[src/rtl/c880_resp_misr_if.sv]
// Handshake/bus bundle between the self-test sequencer and the c880 response MISR.
//   master: drives start, num_patterns, expected_sig, resp_valid, resp;
//           observes busy, done, pass, signature, count.
//   slave : the MISR side (directions reversed).
interface c880_resp_misr_if #(
    parameter int unsigned WIDTH = 26,
    parameter int unsigned CNT_W = 16
);
    logic             start;
    logic [CNT_W-1:0] num_patterns;
    logic [WIDTH-1:0] expected_sig;
    logic             resp_valid;
    logic [WIDTH-1:0] resp;
    logic             busy;
    logic             done;
    logic             pass;
    logic [WIDTH-1:0] signature;
    logic [CNT_W-1:0] count;

    modport master (
        output start, num_patterns, expected_sig, resp_valid, resp,
        input  busy, done, pass, signature, count
    );

    modport slave (
        input  start, num_patterns, expected_sig, resp_valid, resp,
        output busy, done, pass, signature, count
    );
endinterface

[src/rtl/c880_resp_misr.sv]
// c880 response compactor: folds the 26 c880 primary outputs into a 26-bit MISR over a
// programmed number of patterns, then compares the result against a golden signature.
//   clk           : clock, rising edge
//   rst           : synchronous active-high reset
//   bus (slave)   : start/num_patterns/expected_sig run request, resp_valid/resp response
//                   stream, busy/done/pass/signature/count status (all registered)
module c880_resp_misr #(
    parameter int unsigned      WIDTH = 26,
    parameter int unsigned      CNT_W = 16,
    parameter logic [WIDTH-1:0] POLY  = 26'h0000047,
    parameter logic [WIDTH-1:0] SEED  = 26'h0000000
) (
    input logic              clk,
    input logic              rst,
    c880_resp_misr_if.slave  bus
);

    typedef enum logic [1:0] {StIdle, StRun, StDone} state_e;

    state_e           state_q;
    logic [WIDTH-1:0] sig_q;
    logic [CNT_W-1:0] cnt_q;
    logic [CNT_W-1:0] num_q;
    logic [WIDTH-1:0] exp_q;
    logic             busy_q;
    logic             done_q;
    logic             pass_q;

    logic [WIDTH-1:0] sig_next;
    logic [CNT_W-1:0] cnt_inc;

    // One MISR step: shift left, fold the outgoing MSB back through the taps, absorb resp.
    always_comb begin
        sig_next = {sig_q[WIDTH-2:0], 1'b0} ^ (sig_q[WIDTH-1] ? POLY : '0) ^ bus.resp;
        cnt_inc  = cnt_q + CNT_W'(1);
    end

    always_ff @(posedge clk) begin
        if (rst) begin
            state_q <= StIdle;
            sig_q   <= '0;
            cnt_q   <= '0;
            num_q   <= '0;
            exp_q   <= '0;
            busy_q  <= 1'b0;
            done_q  <= 1'b0;
            pass_q  <= 1'b0;
        end else begin
            unique case (state_q)
                // DONE accepts a restart exactly like IDLE.
                StIdle, StDone: begin
                    if (bus.start) begin
                        sig_q <= SEED;
                        cnt_q <= '0;
                        exp_q <= bus.expected_sig;
                        if (bus.num_patterns != '0) begin
                            num_q   <= bus.num_patterns;
                            state_q <= StRun;
                            busy_q  <= 1'b1;
                            done_q  <= 1'b0;
                            pass_q  <= 1'b0;
                        end else begin
                            state_q <= StDone;
                            busy_q  <= 1'b0;
                            done_q  <= 1'b1;
                            pass_q  <= (SEED == bus.expected_sig);
                        end
                    end
                end
                StRun: begin
                    if (bus.resp_valid) begin
                        sig_q <= sig_next;
                        cnt_q <= cnt_inc;
                        if (cnt_inc == num_q) begin
                            state_q <= StDone;
                            busy_q  <= 1'b0;
                            done_q  <= 1'b1;
                            pass_q  <= (sig_next == exp_q);
                        end
                    end
                end
                default: state_q <= StIdle;
            endcase
        end
    end

    assign bus.busy      = busy_q;
    assign bus.done      = done_q;
    assign bus.pass      = pass_q;
    assign bus.signature = sig_q;
    assign bus.count     = cnt_q;

endmodule
[src/flat_wrapper.sv]
// flat-port wrapper written by rule: the top's interface ports become plain ports
module c880_resp_misr_flat 
#(
    parameter int unsigned      WIDTH = 26,
    parameter int unsigned      CNT_W = 16,
    parameter logic [WIDTH-1:0] POLY  = 26'h0000047,
    parameter logic [WIDTH-1:0] SEED  = 26'h0000000
)
  (clk, rst, bus_start, bus_num_patterns, bus_expected_sig, bus_resp_valid, bus_resp, bus_busy, bus_done, bus_pass, bus_signature, bus_count);
  c880_resp_misr_if #(.WIDTH(WIDTH), .CNT_W(CNT_W)) bus_i ();
  input logic clk;
  input logic rst;
  input wire logic [$bits(bus_i.start)-1:0] bus_start;
  input wire logic [$bits(bus_i.num_patterns)-1:0] bus_num_patterns;
  input wire logic [$bits(bus_i.expected_sig)-1:0] bus_expected_sig;
  input wire logic [$bits(bus_i.resp_valid)-1:0] bus_resp_valid;
  input wire logic [$bits(bus_i.resp)-1:0] bus_resp;
  output wire logic [$bits(bus_i.busy)-1:0] bus_busy;
  output wire logic [$bits(bus_i.done)-1:0] bus_done;
  output wire logic [$bits(bus_i.pass)-1:0] bus_pass;
  output wire logic [$bits(bus_i.signature)-1:0] bus_signature;
  output wire logic [$bits(bus_i.count)-1:0] bus_count;
  assign bus_i.start = bus_start;
  assign bus_i.num_patterns = bus_num_patterns;
  assign bus_i.expected_sig = bus_expected_sig;
  assign bus_i.resp_valid = bus_resp_valid;
  assign bus_i.resp = bus_resp;
  assign bus_busy = bus_i.busy;
  assign bus_done = bus_i.done;
  assign bus_pass = bus_i.pass;
  assign bus_signature = bus_i.signature;
  assign bus_count = bus_i.count;
  c880_resp_misr #(.WIDTH(WIDTH), .CNT_W(CNT_W), .POLY(POLY), .SEED(SEED)) u_core (.clk(clk), .rst(rst), .bus(bus_i));
endmodule
[config.mk]
export PLATFORM = sky130hd
export DESIGN_NAME = c880_resp_misr_flat
export DESIGN_NICKNAME = d
export VERILOG_FILES = /design/src/rtl/c880_resp_misr_if.sv /design/src/rtl/c880_resp_misr.sv /design/src/flat_wrapper.sv
export SDC_FILE = /design/constraint.sdc
export NUM_CORES = 1
export LEC_CHECK = 0
export ABC_AREA = 1
export CAP_MARGIN = 0
export CORE_MARGIN = 3
export CORE_UTILIZATION = 53
export DETAILED_ROUTE_END_ITERATION = 8
export PLACE_DENSITY_LB_ADDON = 0.15
export SLEW_MARGIN = 20
export SYNTH_ARGS = -nofsm -noshare
export SYNTH_HDL_FRONTEND = slang
export SYNTH_SLANG_ARGS = --single-unit
[constraint.sdc]
create_clock -name clk -period 4.6 [get_ports clk]
set_input_delay 0.46 -clock clk [delete_from_list [all_inputs] [get_ports clk]]
set_output_delay 0.46 -clock clk [all_outputs]
set_load 0.05 [all_outputs]
==> reports/results.ini, run 1 <==
[logic_synthesis]
synth_seq_cells=89
synth_warnings=0
ys_types=34
syn_nets=738
avgSynthCellArea_um2=6.930
netlist_instances=665
syn_area_um2=4608
ys_seq_area_frac=0.3866

[clock_tree]
cts_sinks=89
numCtsBuffers=9
htreeDepth=3
cts_hold_buf=0
clock_path_buffers=2
cts_tree=yes
path_clk_slew_ns=0.09
clock_latency_ns=0.36
ctsResizeCount=0
cts_setup_buffers=0
cts_root_buf=clkbuf_8

[detailed_routing]
wl_um=13870
dr_wl_met3_um=1221
met2_length_um=6215
first_pass_iters=7
vias=4834
top_layer=met4
drt-wirelength-per-cell_um=15.82
vias_per_cell=5.512
wl_met1_um=6173
final_antenna_net_count=0
drtIter0Drc=385
drc=0

[timing]
setup_viol=0
tns_ns=0
hold_violations=0
finalCriticalPeriod_ns=2.685
tightestPinTransition_ns=0.8224
rsz0062_at_grt=no
worst_clock_skew_ns=0.008078
slew_violations=0
fmaxAchievable_mhz=372.4
max_slew_margin=0.4512
post-route-period-util=0.5837

[power]
powerDensity_nw_per_um2=303.9
total_power_w=0.001824
leakage_nw=2.311
peakVddDrop_mv=0.2069

[setup_path]
crit_fanout=26
critPathLaunchType=input pin
cp-end-kind=flip-flop
path_delay_family=buffers and inverters
path_buf_inv=2
cp_cell_sequence=clkdlybuf4s50_1 > nor4_1 > nand4_1 > nand2_1 > nor2_1 > inv_1 > o21ai_0 > a21oi_1
cp.depth=8
critPathArrivalTime_ns=2.91
crit_start=bus_num_patterns[2]
slowest_delay_ns=0.53
reg2reg_slack_ns=1.99
r2r-start=u_core.state_q[0]
crit_slowest_cell=nor2_1
crit_type=input pin to flip-flop
worstPathRequired_ns=4.82
ff2ff_path_depth=9
endpoint=u_core.num_q[4]
worstReg2RegEnd=u_core.bus.signature[15]

[global_route]
antenna_found_initial=0
grt_max_degree=48
grt.total_usage=0.2828
grt_pass1_wl_um=22520
overflow=0
grt_pass1_vias=4640

[final_layout]
synthToLayoutAreaGrowth_pct=30.22
layout.nets=842
fin_cells=877
drive_above_1_share=0.06088
n_antenna_cell=0
fillCellCount=694

[hold_path]
worstHoldStart=u_core.exp_q[21]
min_path_cells=2
hp-class=flip-flop to flip-flop

[floorplanning]
floorplan.die_area_um2=9850
core-area_um2=8341
io_pins=117
die_h_um=99.25
rows=33
start_util=0.5525
fp.dieW_um=99.25

[placement]
port_buffers=116
dp.cells=863
gp_congestion=0.9248
dp_hpwl_um=10210

[job]
maxCapViolations=0

[run_status]
outcome=finished clean

[how the worst min path moves through the flow]
| stage | to |
|---|---|
| final | u_core.exp_q[21] |
| after global routing | u_core.exp_q[13] |
| after CTS | u_core.exp_q[21] |
| after detailed placement | u_core.exp_q[21] |
| after global placement | u_core.exp_q[21] |
| after floorplan | u_core.exp_q[21] |
[report_power, final]
group | switching, W | leakage, nW | total [W] | internal, W
logic | 0.000274 | 1.49 | 0.000447 | 0.000174
registers | 0.0000380 | 0.731 | 0.000859 | 0.000821
clock network | 0.000273 | 0.0872 | 0.000517 | 0.000245
[tightest hold or removal path: cells and delay by family, from the launching register on]
family	cells	cell delay (ns)
AO/OA/AOI/OAI	1	0.05
buffers and inverters	1	0.05
flip-flops	1	0.33
[flip-flops by register name (all words and copies together) (netlist names)]
register              flops
u_core.bus.count         16
u_core.num_q             16
u_core.bus.busy           1
u_core.exp_q             26
u_core.bus.done           1
u_core.state_q            2
u_core.bus.pass           1
u_core.bus.signature     26
[synth_stat cells]
master | instances | share of area
nand3_1 | 42 | 0.046
nor2_4 | 4 | 0.0098
a211oi_1 | 1 | 0.0016
clkinv_1 | 1 | 0.00081
o211ai_1 | 1 | 0.0016
dfxtp_1 | 89 | 0.39
buf_2 | 8 | 0.0087
a21oi_1 | 61 | 0.066
nand4_1 | 9 | 0.012
nor4_1 | 10 | 0.014
or2_1 | 1 | 0.0014
nand2_2 | 6 | 0.0081
nand3_2 | 1 | 0.0022
xor2_1 | 24 | 0.046
xor3_1 | 1 | 0.0052
nand3b_1 | 4 | 0.0065
xnor2_1 | 20 | 0.038
buf_1 | 1 | 0.00081
inv_2 | 4 | 0.0033
o21ai_0 | 70 | 0.076
o21ai_1 | 1 | 0.0011
o2111ai_1 | 1 | 0.0019
ha_1 | 1 | 0.0027
a21oi_2 | 1 | 0.0019
nor2_2 | 5 | 0.0068
or2_2 | 6 | 0.0081
inv_1 | 53 | 0.043
nand2_1 | 149 | 0.12
o211a_1 | 2 | 0.0043
o21bai_2 | 1 | 0.0024
o22ai_1 | 1 | 0.0014
nor2_1 | 66 | 0.054
nor3_1 | 3 | 0.0033
clkbuf_1 | 17 | 0.014
[routing by layer]
layer | vias up | global-route usage
met3 | 26 | 0.05820
met2 | 232 | 0.4396
li1 | 2378 | -
met5 | - | 0
met4 | 0 | 0.08508
met1 | 2198 | 0.3964
[metrics by stage]
| step | hold slack [ns] | util | area (µm²) | setup WS [ns] |
|---|---|---|---|---|
| CTS | 0.4621 | 0.7195 | 6001 | 2.018 |
| global route | 0.4954 | 0.7195 | 6001 | 1.675 |
| floorplan | 0.4337 | - | 4608 | 2.401 |
| finish | 0.4652 | 0.7195 | 6001 | 1.915 |
| global placement | 0.4454 | 0.6976 | 5818 | 1.683 |
| detailed placement | 0.4496 | 0.6976 | 5818 | 1.630 |
[cell type report]
type	count	area (µm²)	area share
Timing Repair Buffer	119	1184	0.1972
Tap cell	105	131.4	0.02189
Clock inverter	5	58.81	0.009800
Multi-Input combinational cell	492	2504	0.4172
Inverter	58	217.7	0.03628
Clock buffer	9	123.9	0.02064
Sequential cell	89	1782	0.2969
[placed cells by master (no fill, tap or decap), types with 9 or more instances in the layout]
cell	instances
nand2_1	149
xor2_1	24
nor4_1	10
a21oi_1	61
nand3_1	42
clkdlybuf4s50_1	116
clkbuf_8	9
nand4_1	9
o21ai_0	70
dfxtp_1	89
xnor2_1	20
nor2_1	65
inv_1	52
[logic make-up (layout without fill, tap and decap cells)]
family / count (synthesis) / after routing / synth area share
compound gates: 140 / 140 / 0.1586
flops: 89 / 89 / 0.3866
buf+inv: 84 / 191 / 0.07059
fa+ha+maj: 1 / 1 / 0.002715
simple gates: 306 / 306 / 0.2927
xor+xnor: 45 / 45 / 0.08879
(Power assumes the default switching activity.)
==> inputs of run 2 (changes only) <==
--- a/config.mk
+++ b/config.mk
@@ -8,7 +8,7 @@
 export ABC_AREA = 1
 export CAP_MARGIN = 0
 export CORE_MARGIN = 3
-export CORE_UTILIZATION = 53
+export CORE_UTILIZATION = 49
 export DETAILED_ROUTE_END_ITERATION = 8
 export PLACE_DENSITY_LB_ADDON = 0.15
 export SLEW_MARGIN = 20
==> constraint.sdc (replaced) <==
create_clock -name clk -period 2.7 [get_ports clk]
set_input_delay 0.27 -clock clk [delete_from_list [all_inputs] [get_ports clk]]
set_output_delay 0.27 -clock clk [all_outputs]
set_load 0.05 [all_outputs]
==> run 2 against run 1 <==
  * Count of clock-buffer cells in the layout rose by 2
  * Flip-flop and latch count did not move
  * Clock skew rose by 0.0072 ns
  * Clock power rose by 68%
  * Sequential share of layout area fell by 0.19 points
  * First-iteration DRC count fell by 16%
  * Global-route usage fell by 1.1 points
  * Cell count rose by 1.1%
  * Critical endpoint is now u_core.bus.done
  * Largest power group unchanged
==> reports/results.ini, run 2 (same netlist as run 1, synthesis figures left out) <==
[clock_tree]
numCtsBuffers=9  ; unchanged
cts_hold_buf=0  ; unchanged
cts_sinks=89  ; unchanged
path_clk_slew_ns=0.09  ; about the same
clock_path_buffers=2  ; unchanged
ctsResizeCount=0  ; unchanged
clock_latency_ns=0.36  ; about the same
htreeDepth=3  ; unchanged
cts_setup_buffers=0  ; unchanged
cts_tree=yes  ; unchanged
cts_root_buf=clkbuf_8  ; unchanged

[final_layout]
layout.nets=847  ; was 842
n_antenna_cell=0  ; unchanged
final_common_cell=nand2_1  ; unchanged
drive_above_1_share=0.06675  ; was 0.06088
mostFrequentLayoutCells=nand2_1 (149), clkdlybuf4s50_1 (116), dfxtp_1 (89)  ; unchanged
synthToLayoutAreaGrowth_pct=31.06  ; was 30.22%
postLayoutCellArea_um2=6040  ; was 6001 µm²

[power]
total_power_w=0.003096  ; was 0.001824 W
powerDensity_nw_per_um2=512.7  ; was 303.9 nW/µm²
peakVddDrop_mv=0.3567  ; was 0.2069 mV
leakage_nw=2.328  ; was 2.311 nW

[placement]
pre_cts_slack_ns=0.2984  ; was 1.630 ns
port_buffers=116  ; unchanged
dpl_cell_area_um2=5859  ; was 5818 µm²
dp_hpwl_um=10480  ; was 10210 µm
gp_congestion=0.9358  ; was 0.9248

[timing]
finalCriticalPeriod_ns=2.260
hold_violations=0  ; unchanged
setup_slack_ns=0.4404  ; was 1.915 ns
worst_clock_skew_ns=0.01524  ; was 0.008078 ns
tightestPinTransition_ns=0.6526  ; was 0.8224 ns
fmaxAchievable_mhz=442.5
slew_violations=0  ; unchanged
tns_ns=0  ; unchanged
rsz0062_at_grt=no  ; unchanged
post-route-period-util=0.8369
max_slew_margin=0.5644  ; was 0.4512
setup_viol=0  ; unchanged

[detailed_routing]
vias_per_cell=5.373  ; was 5.512
first_pass_iters=5  ; was 7
drtIter0Drc=323  ; was 385
drt-wirelength-per-cell_um=15.71  ; was 15.82 µm
drc=0  ; unchanged
top_layer=met4  ; unchanged
wl_um=13940  ; was 13870 µm
vias=4766  ; was 4834
met2_length_um=6323  ; was 6215 µm
final_antenna_net_count=0  ; unchanged
wl_met1_um=6418  ; was 6173 µm
dr_wl_met3_um=1014  ; was 1221 µm

[hold_path]
hp-class=flip-flop to flip-flop  ; unchanged

[global_route]
overflow=0  ; unchanged
grt.total_usage=0.2714  ; was 0.2828
grt_pass1_wl_um=22330  ; was 22520 µm
grt_pass1_vias=4524  ; was 4640
grt_max_degree=48  ; unchanged
antenna_found_initial=0  ; unchanged

[setup_path]
critPathArrivalTime_ns=2.57  ; was 2.91 ns
crit_type=flip-flop to flip-flop  ; was input pin to flip-flop
critPathLaunchType=flip-flop  ; was input pin
worstPathRequired_ns=3.01  ; was 4.82 ns
cp-end-kind=flip-flop  ; unchanged
crit_fanout=6  ; was 26

[floorplanning]
start_util=0.5158  ; was 0.5525
floorplan.die_area_um2=10600  ; was 9850 µm²
core-area_um2=8934  ; was 8341 µm²
rows=34  ; was 33
fp.dieW_um=103.0  ; was 99.25 µm
io_pins=117  ; unchanged
die_h_um=103.0  ; was 99.25 µm

[run_status]
outcome=finished clean  ; unchanged

[job]
maxCapViolations=0  ; unchanged

[run 2: changes by cell type in the layout (fill, tap and decap cells not counted), sizes merged]
cell	delta
inv	+1
clkinvlp	+2
buf	+5
clkinv	-2
clkbuf	+2
bufinv	-1
[run 2: report_power, final]
part           switching, W  leakage (nW)  total [W]  internal (W)
clock network      0.000503        0.0782   0.000866      0.000363
registers         0.0000686         0.731    0.00147       0.00140
logic              0.000460          1.52   0.000762      0.000302
total               0.00103          2.33    0.00310       0.00206
[run 2: path summary, 6_finish.rpt]
| kind | start | endpoint | slack, ns | depth (start not counted) |
|---|---|---|---|---|
| worst max-delay path | u_core.bus.count[0] | u_core.bus.done | 0.44 | 15 |
| worst min-delay path | u_core.exp_q[11] | u_core.exp_q[11] | 0.47 | 2 |
| worst max register to register | u_core.bus.count[0] | u_core.bus.done | 0.44 | 15 |
| worst min register to register | u_core.exp_q[11] | u_core.exp_q[11] | 0.47 | 2 |
[run 2: stage by stage]
| stage | hold WS (ns) | instances | utilization |
|---|---|---|---|
| final | 0.4725 | 887 | 0.6761 |
| after CTS | 0.4699 | 887 | 0.6761 |
| after floorplan | 0.4049 | 665 | - |
| after detailed placement | 0.4570 | 871 | 0.6559 |
| after global placement | 0.4446 | 871 | 0.6559 |
| after global routing | 0.4924 | 887 | 0.6761 |
[run 2: critical path, cell delays in order, from the launching register on]
cell and delay, ns:
dfxtp_1 0.47, ha_1 0.26, nand3_1 0.18, nor2_1 0.17, nand2_1 0.09, nand2_1 0.12
nand2_1 0.06, nand2_1 0.05, nand2_1 0.07, nor2_2 0.11, nand3_1 0.11, nor2_2 0.14
nand2_1 0.10, nand2_2 0.09, nand2_2 0.06, a21oi_2 0.13
[run 2: area by class of cell]
type	count	area, µm²
fill	800	2894
inverter	58	217.7
clock inverter	5	38.79
timing repair buffer	124	1221
sequential	89	1782
tap	108	135.1
multi-input combinational	492	2504
clock buffer	11	141.4
[run 2: per-layer routing]
metal | global-route usage | vias to the layer above
met5 | 0 | -
met4 | 0.07470 | 0
met3 | 0.06089 | 19
met2 | 0.4238 | 196
met1 | 0.3784 | 2165
li1 | - | 2386
